**src/rtl/wb_intercon_nslave_if.sv**
```systemverilog
// ---------------------------------------------------------------------------
// wb_intercon_nslave_if
// Bundles every bus signal of the single-master / N-slave Wishbone classic
// interconnect. The wbm_* group faces the upstream master and the wbs_* group
// faces the peripherals (packed, slave k occupies slice k).
//
// Modports:
//   master - the interconnect's view: it receives the master request and the
//            slave responses, and drives the master response and slave requests.
//   slave  - the complementary environment view (bus master plus peripherals).
// ---------------------------------------------------------------------------
interface wb_intercon_nslave_if #(
    parameter int NUM_SLAVES = 5,
    parameter int ADDR_W     = 32,
    parameter int DATA_W     = 32
);
    localparam int SEL_W = DATA_W / 8;

    logic [ADDR_W-1:0]            wbm_adr_i;
    logic [DATA_W-1:0]            wbm_dat_i;
    logic [SEL_W-1:0]             wbm_sel_i;
    logic                         wbm_we_i;
    logic                         wbm_cyc_i;
    logic                         wbm_stb_i;
    logic [DATA_W-1:0]            wbm_dat_o;
    logic                         wbm_ack_o;
    logic                         wbm_err_o;

    logic [NUM_SLAVES*ADDR_W-1:0] wbs_adr_o;
    logic [NUM_SLAVES*DATA_W-1:0] wbs_dat_o;
    logic [NUM_SLAVES*SEL_W-1:0]  wbs_sel_o;
    logic [NUM_SLAVES-1:0]        wbs_we_o;
    logic [NUM_SLAVES-1:0]        wbs_cyc_o;
    logic [NUM_SLAVES-1:0]        wbs_stb_o;
    logic [NUM_SLAVES*DATA_W-1:0] wbs_dat_i;
    logic [NUM_SLAVES-1:0]        wbs_ack_i;
    logic [NUM_SLAVES-1:0]        wbs_err_i;

    modport master (
        input  wbm_adr_i, wbm_dat_i, wbm_sel_i, wbm_we_i, wbm_cyc_i, wbm_stb_i,
        output wbm_dat_o, wbm_ack_o, wbm_err_o,
        output wbs_adr_o, wbs_dat_o, wbs_sel_o, wbs_we_o, wbs_cyc_o, wbs_stb_o,
        input  wbs_dat_i, wbs_ack_i, wbs_err_i
    );

    modport slave (
        output wbm_adr_i, wbm_dat_i, wbm_sel_i, wbm_we_i, wbm_cyc_i, wbm_stb_i,
        input  wbm_dat_o, wbm_ack_o, wbm_err_o,
        input  wbs_adr_o, wbs_dat_o, wbs_sel_o, wbs_we_o, wbs_cyc_o, wbs_stb_o,
        output wbs_dat_i, wbs_ack_i, wbs_err_i
    );
endinterface

```
**src/rtl/wb_intercon_nslave.sv**
```systemverilog
// ---------------------------------------------------------------------------
// wb_intercon_nslave
// Parametrised single-master, N-slave Wishbone classic interconnect with a
// registered address decode, bus error on unmapped addresses, a watchdog on
// stalled slaves and a sticky fault-address/fault-code register.
//
// Ports:
//   wb_clk_i     - clock
//   wb_rst_i     - asynchronous active-high reset
//   bus          - wb_intercon_nslave_if.master: master request/response and
//                  the packed per-slave request/response buses
//   fault_clr_i  - clears fault_code_o (fault_addr_o is kept)
//   fault_addr_o - address of the most recent errored transfer
//   fault_code_o - 01 decode miss, 10 slave err, 11 timeout, 00 none/cleared
// ---------------------------------------------------------------------------
module wb_intercon_nslave #(
    parameter int NUM_SLAVES = 5,
    parameter int ADDR_W     = 32,
    parameter int DATA_W     = 32,
    parameter logic [NUM_SLAVES*ADDR_W-1:0] SLAVE_BASE = {NUM_SLAVES{{ADDR_W{1'b0}}}},
    parameter logic [NUM_SLAVES*ADDR_W-1:0] SLAVE_MASK = {NUM_SLAVES{{ADDR_W{1'b0}}}},
    parameter int TIMEOUT    = 255
) (
    input  logic                 wb_clk_i,
    input  logic                 wb_rst_i,
    wb_intercon_nslave_if.master bus,
    input  logic                 fault_clr_i,
    output logic [ADDR_W-1:0]    fault_addr_o,
    output logic [1:0]           fault_code_o
);
    localparam int SEL_W = DATA_W / 8;
    localparam int CNT_W = $clog2(TIMEOUT + 1);
    localparam logic [CNT_W-1:0] TMO_LAST = CNT_W'(TIMEOUT - 1);
    localparam logic [CNT_W-1:0] TMO_MAX  = CNT_W'(TIMEOUT);

    typedef enum logic [1:0] {IDLE, DECODE, BUSY, RESP} state_t;

    state_t                state;
    logic [ADDR_W-1:0]     lat_adr;
    logic [DATA_W-1:0]     lat_dat;
    logic [SEL_W-1:0]      lat_sel;
    logic                  lat_we;
    logic [NUM_SLAVES-1:0] sel_oh;
    logic [NUM_SLAVES-1:0] hit_oh;
    logic                  hit_any;
    logic [CNT_W-1:0]      tmo_cnt;
    logic [DATA_W-1:0]     dat_q;
    logic [DATA_W-1:0]     rd_data;
    logic                  ack_q;
    logic                  err_q;
    logic                  sel_ack;
    logic                  sel_err;

    // Address decode of the latched request. Scanning upward and stopping at
    // the first match gives overlapping windows to the lowest slave index.
    always_comb begin
        hit_oh  = '0;
        hit_any = 1'b0;
        for (int k = 0; k < NUM_SLAVES; k++) begin
            if (!hit_any &&
                ((lat_adr & SLAVE_MASK[k*ADDR_W +: ADDR_W]) == SLAVE_BASE[k*ADDR_W +: ADDR_W])) begin
                hit_oh[k] = 1'b1;
                hit_any   = 1'b1;
            end
        end
    end

    // Response path: only the selected slave's data/ack/err are looked at, so
    // a stray ack from an unselected (stb=0) slave has no effect.
    always_comb begin
        rd_data = '0;
        for (int k = 0; k < NUM_SLAVES; k++) begin
            if (sel_oh[k]) begin
                rd_data = rd_data | bus.wbs_dat_i[k*DATA_W +: DATA_W];
            end
        end
    end

    assign sel_ack = |(bus.wbs_ack_i & sel_oh);
    assign sel_err = |(bus.wbs_err_i & sel_oh);

    // Slave fan-out: every slave sees the latched request fields, but cyc/stb
    // reach only the selected slave and only while in BUSY. Gating by the state
    // register makes an asynchronous reset drop them immediately.
    always_comb begin
        for (int k = 0; k < NUM_SLAVES; k++) begin
            bus.wbs_adr_o[k*ADDR_W +: ADDR_W] = lat_adr;
            bus.wbs_dat_o[k*DATA_W +: DATA_W] = lat_dat;
            bus.wbs_sel_o[k*SEL_W +: SEL_W]   = lat_sel;
        end
        bus.wbs_we_o  = {NUM_SLAVES{lat_we}};
        bus.wbs_cyc_o = (state == BUSY) ? sel_oh : '0;
        bus.wbs_stb_o = (state == BUSY) ? sel_oh : '0;
    end

    assign bus.wbm_dat_o = dat_q;
    assign bus.wbm_ack_o = ack_q;
    assign bus.wbm_err_o = err_q;

    // Main controller. ack/err are registered one-cycle pulses that only ever
    // appear in RESP. An error in the same cycle as fault_clr_i overrides the
    // clear because its assignment comes later in the block.
    always_ff @(posedge wb_clk_i or posedge wb_rst_i) begin
        if (wb_rst_i) begin
            state        <= IDLE;
            lat_adr      <= '0;
            lat_dat      <= '0;
            lat_sel      <= '0;
            lat_we       <= 1'b0;
            sel_oh       <= '0;
            tmo_cnt      <= '0;
            dat_q        <= '0;
            ack_q        <= 1'b0;
            err_q        <= 1'b0;
            fault_addr_o <= '0;
            fault_code_o <= 2'b00;
        end else begin
            ack_q <= 1'b0;
            err_q <= 1'b0;
            if (fault_clr_i) begin
                fault_code_o <= 2'b00;
            end
            case (state)
                IDLE: begin
                    if (bus.wbm_cyc_i && bus.wbm_stb_i) begin
                        lat_adr <= bus.wbm_adr_i;
                        lat_dat <= bus.wbm_dat_i;
                        lat_sel <= bus.wbm_sel_i;
                        lat_we  <= bus.wbm_we_i;
                        state   <= DECODE;
                    end
                end
                DECODE: begin
                    if (hit_any) begin
                        sel_oh  <= hit_oh;
                        tmo_cnt <= '0;
                        state   <= BUSY;
                    end else begin
                        err_q        <= 1'b1;
                        fault_addr_o <= lat_adr;
                        fault_code_o <= 2'b01;
                        state        <= RESP;
                    end
                end
                BUSY: begin
                    if (!bus.wbm_cyc_i) begin
                        state <= IDLE;
                    end else if (sel_err) begin
                        err_q        <= 1'b1;
                        fault_addr_o <= lat_adr;
                        fault_code_o <= 2'b10;
                        state        <= RESP;
                    end else if (sel_ack) begin
                        if (!lat_we) begin
                            dat_q <= rd_data;
                        end
                        ack_q <= 1'b1;
                        state <= RESP;
                    end else if (tmo_cnt == TMO_LAST) begin
                        err_q        <= 1'b1;
                        fault_addr_o <= lat_adr;
                        fault_code_o <= 2'b11;
                        state        <= RESP;
                    end else if (tmo_cnt != TMO_MAX) begin
                        tmo_cnt <= tmo_cnt + CNT_W'(1);
                    end
                end
                RESP: begin
                    state <= IDLE;
                end
                default: begin
                    state <= IDLE;
                end
            endcase
        end
    end
endmodule
```
**src/flat_wrapper.sv**
```systemverilog
// flat-port wrapper written by rule: the top's interface ports become plain ports
module wb_intercon_nslave_flat 
#(
    parameter int NUM_SLAVES = 5,
    parameter int ADDR_W     = 32,
    parameter int DATA_W     = 32,
    parameter logic [NUM_SLAVES*ADDR_W-1:0] SLAVE_BASE = {NUM_SLAVES{{ADDR_W{1'b0}}}},
    parameter logic [NUM_SLAVES*ADDR_W-1:0] SLAVE_MASK = {NUM_SLAVES{{ADDR_W{1'b0}}}},
    parameter int TIMEOUT    = 255
)
  (wb_clk_i, wb_rst_i, fault_clr_i, fault_addr_o, fault_code_o, bus_wbm_adr_i, bus_wbm_dat_i, bus_wbm_sel_i, bus_wbm_we_i, bus_wbm_cyc_i, bus_wbm_stb_i, bus_wbm_dat_o, bus_wbm_ack_o, bus_wbm_err_o, bus_wbs_adr_o, bus_wbs_dat_o, bus_wbs_sel_o, bus_wbs_we_o, bus_wbs_cyc_o, bus_wbs_stb_o, bus_wbs_dat_i, bus_wbs_ack_i, bus_wbs_err_i);
  wb_intercon_nslave_if #(.NUM_SLAVES(NUM_SLAVES), .ADDR_W(ADDR_W), .DATA_W(DATA_W)) bus_i ();
  input  logic wb_clk_i;
  input  logic wb_rst_i;
  input  logic fault_clr_i;
  output logic [ADDR_W-1:0] fault_addr_o;
  output logic [1:0] fault_code_o;
  input wire logic [$bits(bus_i.wbm_adr_i)-1:0] bus_wbm_adr_i;
  input wire logic [$bits(bus_i.wbm_dat_i)-1:0] bus_wbm_dat_i;
  input wire logic [$bits(bus_i.wbm_sel_i)-1:0] bus_wbm_sel_i;
  input wire logic [$bits(bus_i.wbm_we_i)-1:0] bus_wbm_we_i;
  input wire logic [$bits(bus_i.wbm_cyc_i)-1:0] bus_wbm_cyc_i;
  input wire logic [$bits(bus_i.wbm_stb_i)-1:0] bus_wbm_stb_i;
  output wire logic [$bits(bus_i.wbm_dat_o)-1:0] bus_wbm_dat_o;
  output wire logic [$bits(bus_i.wbm_ack_o)-1:0] bus_wbm_ack_o;
  output wire logic [$bits(bus_i.wbm_err_o)-1:0] bus_wbm_err_o;
  output wire logic [$bits(bus_i.wbs_adr_o)-1:0] bus_wbs_adr_o;
  output wire logic [$bits(bus_i.wbs_dat_o)-1:0] bus_wbs_dat_o;
  output wire logic [$bits(bus_i.wbs_sel_o)-1:0] bus_wbs_sel_o;
  output wire logic [$bits(bus_i.wbs_we_o)-1:0] bus_wbs_we_o;
  output wire logic [$bits(bus_i.wbs_cyc_o)-1:0] bus_wbs_cyc_o;
  output wire logic [$bits(bus_i.wbs_stb_o)-1:0] bus_wbs_stb_o;
  input wire logic [$bits(bus_i.wbs_dat_i)-1:0] bus_wbs_dat_i;
  input wire logic [$bits(bus_i.wbs_ack_i)-1:0] bus_wbs_ack_i;
  input wire logic [$bits(bus_i.wbs_err_i)-1:0] bus_wbs_err_i;
  assign bus_i.wbm_adr_i = bus_wbm_adr_i;
  assign bus_i.wbm_dat_i = bus_wbm_dat_i;
  assign bus_i.wbm_sel_i = bus_wbm_sel_i;
  assign bus_i.wbm_we_i = bus_wbm_we_i;
  assign bus_i.wbm_cyc_i = bus_wbm_cyc_i;
  assign bus_i.wbm_stb_i = bus_wbm_stb_i;
  assign bus_wbm_dat_o = bus_i.wbm_dat_o;
  assign bus_wbm_ack_o = bus_i.wbm_ack_o;
  assign bus_wbm_err_o = bus_i.wbm_err_o;
  assign bus_wbs_adr_o = bus_i.wbs_adr_o;
  assign bus_wbs_dat_o = bus_i.wbs_dat_o;
  assign bus_wbs_sel_o = bus_i.wbs_sel_o;
  assign bus_wbs_we_o = bus_i.wbs_we_o;
  assign bus_wbs_cyc_o = bus_i.wbs_cyc_o;
  assign bus_wbs_stb_o = bus_i.wbs_stb_o;
  assign bus_i.wbs_dat_i = bus_wbs_dat_i;
  assign bus_i.wbs_ack_i = bus_wbs_ack_i;
  assign bus_i.wbs_err_i = bus_wbs_err_i;
  wb_intercon_nslave #(.NUM_SLAVES(NUM_SLAVES), .ADDR_W(ADDR_W), .DATA_W(DATA_W), .SLAVE_BASE(SLAVE_BASE), .SLAVE_MASK(SLAVE_MASK), .TIMEOUT(TIMEOUT)) u_core (.wb_clk_i(wb_clk_i), .wb_rst_i(wb_rst_i), .bus(bus_i), .fault_clr_i(fault_clr_i), .fault_addr_o(fault_addr_o), .fault_code_o(fault_code_o));
endmodule
```
**config.mk**
```make
export PLATFORM = sky130hd
export DESIGN_NAME = wb_intercon_nslave_flat
export DESIGN_NICKNAME = d
export VERILOG_FILES = /design/src/rtl/wb_intercon_nslave_if.sv /design/src/rtl/wb_intercon_nslave.sv /design/src/flat_wrapper.sv
export SDC_FILE = /design/constraint.sdc
export NUM_CORES = 1
export LEC_CHECK = 0
export ABC_AREA = 1
export BUFFER_PORTS_ARGS = -buffer_cell sky130_fd_sc_hd__buf_2
export CAP_MARGIN = 40
export CORE_AREA = 2 2 263 265
export CTS_BUF_LIST = sky130_fd_sc_hd__clkbuf_16
export DETAILED_ROUTE_END_ITERATION = 16
export DIE_AREA = 0 0 265 267
export SYNTH_ARGS = -nofsm -noshare
export SYNTH_HDL_FRONTEND = slang
export SYNTH_SLANG_ARGS = --single-unit
```
**constraint.sdc**
```tcl
create_clock -name wb_clk_i -period 8 [get_ports wb_clk_i]
set_input_delay 0.4 -clock wb_clk_i [delete_from_list [all_inputs] [get_ports wb_clk_i]]
set_output_delay 0.4 -clock wb_clk_i [all_outputs]
set_load 0.05 [all_outputs]
```
==> flow_metrics.tcl, run 1 <==
set metrics [dict create \
    status "completed" \
    root_buffer "clkbuf_16" \
    worstMarginPinSlew_ns 0.775 \
    critical-path-slowest-cell "buf_4" \
    ant_nets 0 \
    arrival_ns 2.78 \
    final_util 0.153 \
    worstPathBufferInverterCount 3 \
    syn_avg_cell_area_um2 9.97 \
    synth_warnings 0 \
    met3_usage 0.0232 \
    htree_levels 4 \
    grt_pass1_wl_um 36800 \
    use_met2 0.115 \
    grt.total_usage 0.0738 \
    grt_pass1_vias 5481 \
    dr.pass1.iters 6 \
    grt-ovfl-total 0 \
    cts_num_sinks 148 \
    fin_crit_sh 0.303 \
    synth_top_family_by_area "buffers and inverters" \
    worstSetupEndpointType "flop" \
    placementRows 96 \
    ctsLongestPathBuffers 2 \
    grt_use_met1 0.0893 \
    route.vias.total 6191 \
    cts_tree "built" \
    dpl.hpwl_um 20400 \
    fin_crit_ns 2.43 \
    start_util 0.121 \
    cts.reportedPaths.clkPinSlew_ns 0.08 \
    crit_path_cell_trace "buf_4 > nand2_1 > inv_1 > nor2_4 > nand2_2 > buf_4 > nand2_4 > nand2_1 > nand2_1" \
    synth-simple-area-share 0.123 \
    worstPathRequired_ns 8.36 \
    post_cts_resize_count 0 \
    port_buffers 522 \
    finClkSkew_ns 0.0147 \
    drc 0 \
    stdcell_area_um2 10400 \
    drv_slew 0 \
    maxCapViolCount 0 \
    wl_um 27000 \
    timing.slew.headroom 0.484 \
    ys_types 32 \
    critical_path_class "reg2reg" \
    cp_max_fo 35 \
    synth_top_area_share 0.449 \
    synth_seq_cells 148 \
    cp-start-kind "flop" \
    timing_hold_violations_final 0 \
    dieArea_um2 70800 \
    finalSetupViolCount 0 \
    synth_compound_area_frac 0.0227 \
    synthAdderAreaFrac 0.00303 \
    synth_xor_area_frac 0.00318 \
    grt_max_degree 64 \
    cts_setup_buffers 0 \
    synth_area_leaders "dfrtp_1 (45%), buf_4 (26%), mux2_2 (8.1%), nand2_1 (4.8%), nand3_1 (2.7%)" \
    nFillCells 7686 \
    fp.coreArea_um2 68000 \
    avgRoutedWirePerCell_um 13.8 \
    critPathMaxStageDelay_ns 0.38 \
    max_freq_mhz 412 \
    io_pins 667 \
    drt_iter0_markers 239 \
    chipHeight_um 267 \
    synth_largest_area_cell "dfrtp_1" \
    cts_buffers 17 \
    crit_family "simple AND/OR/NAND/NOR gates" \
    routabilityCongestion 0.722 \
    rsz0062_at_grt "false" \
    setup_tns_ns 0 \
    dieWidth_um 265 \
    antenna_found_initial 0 \
    viasPerCell 3.15 \
    syn_area_um2 8250 \
    hold_path.class "in2reg" \
    layout.nets 1315 \
    ys_seq_area_frac 0.449 \
    syn_inst 828 \
    insertion_delay_ns 0.47 \
    drive_gt1_frac 0.597 \
    syn2layout_area_growth_pct 25.9 \
    muxShareOfSynthArea 0.0987 \
    cpMostUsedCell "nand2_1" \
    place_area_um2 9780 \
    hold_buffers 1 \
    top_usage_layer "met2" \
]
==> cells in the mapped netlist <==
cell	n
buf_4	287
dfrtp_1	148
nand2_1	105
mux2_2	59
nand3_1	45
inv_1	40
nand4_1	32
o21ai_0	20
buf_2	18
nor2_1	16
o21ai_1	13
mux2_4	10
clkbuf_1	8
buf_6	4
ha_1	2
nand2_2	2
nand3_2	2
o21bai_1	2
xor2_1	2
a21boi_0	1
conb_1	1
inv_2	1
nand2_4	1
nand3_4	1
nor2_2	1
nor2_4	1
nor3_1	1
nor3_2	1
nor3_4	1
nor4_4	1
or2_2	1
xnor2_1	1
==> placed cells by master, fill, tap and decap left out, drive strengths merged <==
master / instances
a21boi: 1
buf: 531
bufinv: 1
clkbuf: 17
clkinv: 4
conb: 8
dfrtp: 148
diode: 2
dlygate4sd3: 1
ha: 2
inv: 51
mux2: 69
nand2: 108
nand3: 48
nand4: 32
nor2: 18
nor3: 3
nor4: 1
o21ai: 33
o21bai: 2
or2: 1
xnor2: 1
xor2: 2
==> cell families (layout without fill, tap and decap cells) <==
logic type | Yosys count | in the layout
adder cells (fa/ha/maj) | 2 | 2
multiplexers | 69 | 69
other | 1 | 10
buffers and inverters | 358 | 605
AND/OR/NAND/NOR | 211 | 211
AO/OA/AOI/OAI | 36 | 36
flip-flops | 148 | 148
XOR/XNOR | 3 | 3
==> path summary, 6_finish.rpt <==
check | from | end | slack, ns | cells after the start
worst max-delay path | u_core.sel_oh[0]$_DFFE_PP0N_ | u_core.fault_addr_o[2]$_DFFE_PP0P_ | 5.57 | 9
worst min-delay path | bus_wbm_adr_i[25] | u_core.lat_adr[25]$_DFFE_PP0P_ | 0.15 | 2
worst max register to register | u_core.sel_oh[0]$_DFFE_PP0N_ | u_core.fault_addr_o[2]$_DFFE_PP0P_ | 5.57 | 9
worst min register to register | u_core.fault_addr_o[16]$_DFFE_PP0P_ | u_core.fault_addr_o[16]$_DFFE_PP0P_ | 0.50 | 2
max in group asynchronous | wb_rst_i | u_core.lat_sel[2]$_DFFE_PP0P_ | 6.45 | 4
min in group asynchronous | wb_rst_i | u_core.fault_addr_o[26]$_DFFE_PP0P_ | 0.46 | 3
==> flip-flops by register name (all words and copies together), names as in the netlist <==
| register | cells |
|---|---|
| u_core.bus.wbm_ack_o | 1 |
| u_core.bus.wbm_dat_o | 32 |
| u_core.bus.wbm_err_o | 1 |
| u_core.fault_addr_o | 32 |
| u_core.fault_code_o | 2 |
| u_core.lat_adr | 32 |
| u_core.lat_dat | 32 |
| u_core.lat_sel | 4 |
| u_core.lat_we | 1 |
| u_core.sel_oh | 1 |
| u_core.state | 2 |
| u_core.tmo_cnt | 8 |
==> area by class of cell <==
cell class,instances,area [um2],area share
tap,882,1100,0.106
sequential,148,3700,0.357
clock buffer,17,425,0.0410
inverter,41,159,0.0153
clock inverter,15,163,0.0157
timing repair buffer,532,2720,0.262
antenna,2,5.00,0.000482
multi-input combinational,329,2110,0.203
==> worst reg2reg max path: cells and delay by family (launching register included) <==
| family | cells | cell delay, ns |
|---|---|---|
| buf+inv | 3 | 0.86 |
| simple gates | 6 | 1.13 |
| flops | 1 | 0.33 |
==> per-stage QoR <==
| step | hold slack (ns) | setup WS [ns] | std cells |
|---|---|---|---|
| floorplan | 0.473 | 3.62 | 835 |
| global placement | 0.410 | 5.20 | 1929 |
| detailed placement | 0.409 | 5.21 | 1931 |
| CTS | 0.0803 | 5.46 | 1964 |
| global route | 0.105 | 5.32 | 1964 |
| finish | 0.148 | 5.57 | 1966 |
==> metal layers <==
metal	wire, um	up-vias	part of all wire
met4	986	0	0.036
met5	0	-	0
met2	12400	377	0.46
met1	11700	2910	0.43
met3	2000	39	0.074
li1	-	2865	-
Power of run 1 is not shown: default switching activity piles up to over one toggle a cycle in this logic, so the estimate is an artifact.
==> run 2: changes to the inputs <==
- ABC_AREA: 1 -> 0
- CORE_AREA: 2 2 263 265 -> 2 2 260 262
- DIE_AREA: 0 0 265 267 -> 0 0 262 264
- clock period: 8 -> 2.2 ns (I/O delays scaled with it)
==> run 2 against run 1 <==
Effect of this change: count of clock-buffer cells in the layout stayed put; cell count decreased by 0.56%; register-to-register slack worse by 5.3 ns; flip-flop and latch count unchanged; worst setup slack lost 5.3 ns; synthesized area down 3.5%; critical endpoint is now u_core.fault_addr_o[30]$_DFFE_PP0P_.
==> flow_metrics.tcl, run 2 <==
set metrics [dict create \
    status "completed" \
    grt_max_degree 69 \
    drt_iter0_markers 150 \
    worstReg2RegStart "u_core.tmo_cnt[1]$_DFFE_PP0P_" \
    rsz0062_at_grt "false" \
    rrSetupSlack_ns 0.27 \
    syn2layout_area_growth_pct 40.3 \
    root_buffer "clkbuf_16" \
    final_common_cell "buf_2" \
    maxCapViolCount 0 \
    critical_path_class "reg2reg" \
    finClkSkew_ns 0.0113 \
    async_flop_share 1.00 \
    chipHeight_um 264 \
    cp-start-kind "flop" \
    cp-startpoint "u_core.tmo_cnt[1]$_DFFE_PP0P_" \
    antenna_found_initial 1 \
    htree_levels 4 \
    drive_gt1_frac 0.594 \
    synthTopCellsByCount "buf_4 (289), dfrtp_1 (148), mux2_2 (73), nand2_1 (70), o21ai_1 (33)" \
    min_from "bus_wbs_ack_i[0]" \
    n_antenna_cell 0 \
    synth_area_leaders "dfrtp_1 (47%), buf_4 (27%), mux2_2 (10%), mux2_1 (4.0%), nand2_1 (3.3%)" \
    syn_area_um2 7960 \
    min_path_cells 5 \
    ctsLongestPathBuffers 2 \
    io_pins 667 \
    cts_buffers 17 \
    yosysMostFrequentCell "buf_4" \
    drv_slew 0 \
    dpl.hpwl_um 16600 \
    reg2reg_to "u_core.fault_addr_o[30]$_DFFE_PP0P_" \
    ys_seq_area_frac 0.465 \
    fin_crit_ns 1.93 \
    ys_types 38 \
    dr.pass1.iters 4 \
    synth_ff_type "dfrtp_1" \
    wl_um 22900 \
    timing.hold.ws_ns 0.181 \
    grt_pass1_wl_um 32000 \
    synth_largest_area_cell "dfrtp_1" \
    grt_pass1_vias 5358 \
    grt-ovfl-total 0 \
    fin_crit_sh 0.877 \
    routabilityCongestion 0.697 \
    max_freq_mhz 519 \
    arrival_ns 2.27 \
    dieArea_um2 69200 \
    worstPathRequired_ns 2.54 \
    reg2reg_depth 6 \
    cts_setup_buffers 0 \
    placementRows 95 \
    ant_nets 0 \
    port_buffers 522 \
    dieWidth_um 262 \
    setup_tns_ns 0 \
    drc 0 \
    synth-edff-count 0 \
    cts_num_sinks 148 \
    finalSetupViolCount 0 \
    cts_tree "built" \
    nFillCells 7363 \
    hold_path_end "u_core.tmo_cnt[5]$_DFFE_PP0P_" \
    timing_hold_violations_final 0 \
    syn_avg_cell_area_um2 11.2 \
    layout.nets 1315 \
    worstSetupEndpointType "flop" \
    synth_top_area_share 0.465 \
    insertion_delay_ns 0.47 \
    grt.total_usage 0.0643 \
    cp_max_fo 34 \
    start_util 0.120 \
    avgRoutedWirePerCell_um 11.7 \
    syn_inst 714 \
    viasPerCell 3.01 \
    synth_seq_cells 148 \
    final_cell_mix "buf_2 (522), dfrtp_1 (148), dlygate4sd3_1 (107)" \
    synth_warnings 0 \
    hold_path.class "in2reg" \
    fp.coreArea_um2 66600 \
    route.vias.total 5892 \
    cts.reportedPaths.clkPinSlew_ns 0.07 \
]
==> run 2: cell count changes after synthesis, sizes merged, moves of 4 or more <==
cell,change
nand4,-32
o211ai,+5
nand2,-38
clkbuf,-5
nand3,-44
a21oi,+4
nor2,-16
o31ai,+5
mux2,+32
inv,-36
==> run 2: cell families after synthesis <==
family          Yosys count  synth area share
compound gates           56            0.0420
fa+ha+maj                 2           0.00314
buf+inv                 316             0.294
flops                   148             0.465
mux                     101             0.143
other cells               1          0.000471
simple gates             90            0.0525
==> run 2: what timing repair did <==
item	4_1_cts	5_1_grt
hold buffers	107	0
gates resized for setup	0	0
hold endpoints to repair	254	0
==> run 2: how the worst max path moves through the flow <==
stage	to	cells after the start	slack (ns)
finish	u_core.fault_addr_o[30]$_DFFE_PP0P_	6	0.27
global route	u_core.fault_addr_o[2]$_DFFE_PP0P_	6	0.18
CTS	u_core.fault_addr_o[1]$_DFFE_PP0P_	6	0.25
detailed placement	u_core.fault_addr_o[1]$_DFFE_PP0P_	6	0.26
global placement	u_core.fault_addr_o[7]$_DFFE_PP0P_	6	0.27
floorplan	u_core.bus.wbm_ack_o$_DFF_PP0_	1	0.23
==> run 2: metal layers <==
layer  wire (um)  up-vias  track usage  share of wire
met1        9130     2779       0.0687           0.40
met2       11400      324        0.111           0.50
met3        1880       29       0.0235          0.082
met5          12        -            0        0.00052
met4         476        2       0.0304          0.021
li1            -     2758            -              -
==> run 2: worst max-delay path, cell delays in order (launching register included) <==
cell and delay, ns:
dfrtp_1 0.41, ha_1 0.20, nand2_1 0.11, nor4b_4 0.26, o21a_2 0.20, buf_12 0.21, mux2_1 0.35
==> run 2: metrics by stage <==
step           utilization  area [um2]  std cells  worst slack, ns
2_1_floorplan            -        7990        721            0.229
3_3_place_gp         0.144        9560       1816            0.274
3_5_place_dp         0.144        9560       1816            0.261
4_1_cts              0.168       11200       1955            0.252
5_1_grt              0.168       11200       1955            0.175
6_report             0.168       11200       1955            0.271
==> run 2: cell type report <==
class,instances,area (um2),share of cell area
Clock buffer,17,425,0.0381
Clock inverter,15,109,0.00975
Inverter,5,22.5,0.00202
Multi-Input combinational cell,257,1960,0.176
Sequential cell,148,3700,0.332
Tap cell,873,1090,0.0978
Timing Repair Buffer,640,3850,0.345
Power of run 2 is left out for the same reason.
==> run 3: changes to the inputs <==
- ABC_AREA: 0 -> 1
- CORE_AREA: 2 2 260 262 -> 2 2 261 263
- DIE_AREA: 0 0 262 264 -> 0 0 263 265
==> run 3 against run 2 <==
Effect of this change: critical path depth down 2; largest cell class unchanged; highest routed layer unchanged; core utilization up 0.47 points; die area up 0.76%; first-iteration DRC count up 140%; worst hold slack better by 0.090 ns.
==> flow_metrics.tcl, run 3 (synthesized netlist as in run 1, its figures left out) <==
set metrics [dict create \
    status "completed" \
    cp_max_fo 9 \
    critical_path_class "reg2out" \
    cts.reportedPaths.clkPinSlew_ns 0.07 \
    rsz0062_at_grt "false" \
    cts_num_sinks 148 \
    root_buffer "clkbuf_16" \
    placementRows 95 \
    chipHeight_um 265 \
    setup_tns_ns 0 \
    critical-path-slowest-cell "dfrtp_1" \
    cts_tree "built" \
    cts_buffers 17 \
    timing.slew.headroom 0.573 \
    critPathMaxStageDelay_ns 0.39 \
    ant_nets 0 \
    dr.pass1.iters 4 \
    htree_levels 4 \
    grt-ovfl-total 0 \
    dpl.hpwl_um 18700 \
    avgRoutedWirePerCell_um 12.8 \
    max_freq_mhz 510 \
    worstReg2RegStart "u_core.tmo_cnt[0]$_DFFE_PP0P_" \
    fin_crit_sh 0.890 \
    reg2reg_to "u_core.fault_addr_o[31]$_DFFE_PP0P_" \
    maxCapViolCount 0 \
    timing.hold.ws_ns 0.271 \
    worstPathBufferInverterCount 2 \
    min_from "bus_wbs_ack_i[0]" \
    start_util 0.124 \
    insertion_delay_ns 0.47 \
    routabilityCongestion 0.739 \
    drv_slew 0 \
    hold_path_end "u_core.bus.wbm_dat_o[24]$_DFFE_PP0P_" \
    drc 0 \
    io_pins 667 \
    drt_iter0_markers 364 \
    multi_input_area_um2 2110 \
    layout.nets 1430 \
    fp.coreArea_um2 66800 \
    nFillCells 7342 \
    antenna_found_initial 1 \
    hold_path.class "in2reg" \
    rrSetupSlack_ns 0.39 \
    grt_max_degree 46 \
    port_buffers 522 \
    dieArea_um2 69700 \
    worstSetupEndpointType "primary output" \
    crit_path_cell_trace "inv_1 > nand2_1 > nor2_1 > buf_2" \
    fin_crit_ns 1.96 \
    ctsLongestPathBuffers 2 \
    crit_family "simple AND/OR/NAND/NOR gates" \
    cp-start-kind "flop" \
    worstPathRequired_ns 2.09 \
    syn2layout_area_growth_pct 39.6 \
    cts_setup_buffers 0 \
    dieWidth_um 263 \
    grt_pass1_vias 6277 \
    final_cell_mix "buf_2 (522), dfrtp_1 (148), dlygate4sd3_1 (108)" \
    min_path_cells 4 \
    reg2reg_depth 8 \
    arrival_ns 1.85 \
    grt.total_usage 0.0742 \
    grt_pass1_wl_um 38200 \
    finClkSkew_ns 0.0151 \
    worstMarginPinSlew_ns 0.639 \
    route.vias.total 6696 \
    finalSetupViolCount 0 \
    wl_um 26400 \
    drive_gt1_frac 0.546 \
    final_common_cell "buf_2" \
    timing_hold_violations_final 0 \
    viasPerCell 3.23 \
    seqCellArea_um2 3700 \
]
-- run 3: worst min-delay path: cells and delay by family --
family	cells	cell delay, ns
AO/OA/AOI/OAI	1	0.06
AND/OR/NAND/NOR	1	0.14
buffers and inverters	2	0.39
-- run 3: area by class of cell --
class,instances,area share
Multi-Input combinational cell,329,0.183
Clock inverter,15,0.0127
Inverter,41,0.0137
Clock buffer,17,0.0369
Timing Repair Buffer,647,0.337
Tap cell,873,0.0948
Sequential cell,148,0.321
Antenna cell,1,0.000217
-- run 3: metal layers --
metal  share of wire  GRT usage
met4           0.031     0.0354
met5         0.00042          0
met3           0.078     0.0256
met2            0.49      0.128
met1            0.40     0.0818
-- run 3: how the worst max path moves through the flow --
stage	from	endpoint	slack [ns]	cells after the start
after floorplan	wb_rst_i	u_core.bus.wbm_ack_o$_DFF_PP0_	0.23	1
after global placement	u_core.tmo_cnt[0]$_DFFE_PP0P_	u_core.fault_addr_o[31]$_DFFE_PP0P_	0.37	8
after detailed placement	u_core.tmo_cnt[0]$_DFFE_PP0P_	u_core.fault_addr_o[24]$_DFFE_PP0P_	0.36	8
after CTS	u_core.state[0]$_DFFE_PP0P_	bus_wbs_stb_o[0]	0.12	4
after global routing	u_core.state[0]$_DFFE_PP0P_	bus_wbs_cyc_o[0]	0.05	4
final	u_core.state[0]$_DFFE_PP0P_	bus_wbs_cyc_o[0]	0.24	4
-- run 3: per-stage QoR --
stage,setup slack (ns),area [um2],cells,util
6_report,0.241,11500,2071,0.172
5_1_grt,0.0530,11500,2070,0.172
4_1_cts,0.124,11500,2070,0.172
3_5_place_dp,0.361,9870,1930,0.148
3_3_place_gp,0.370,9870,1930,0.148
2_1_floorplan,0.229,8280,835,-
-- run 3: what timing repair did --
item	4_1_cts	5_1_grt
hold buffers	108	0
endpoints found under the hold margin	124	0
resized for setup	0	0
Power of run 3 is left out for the same reason.
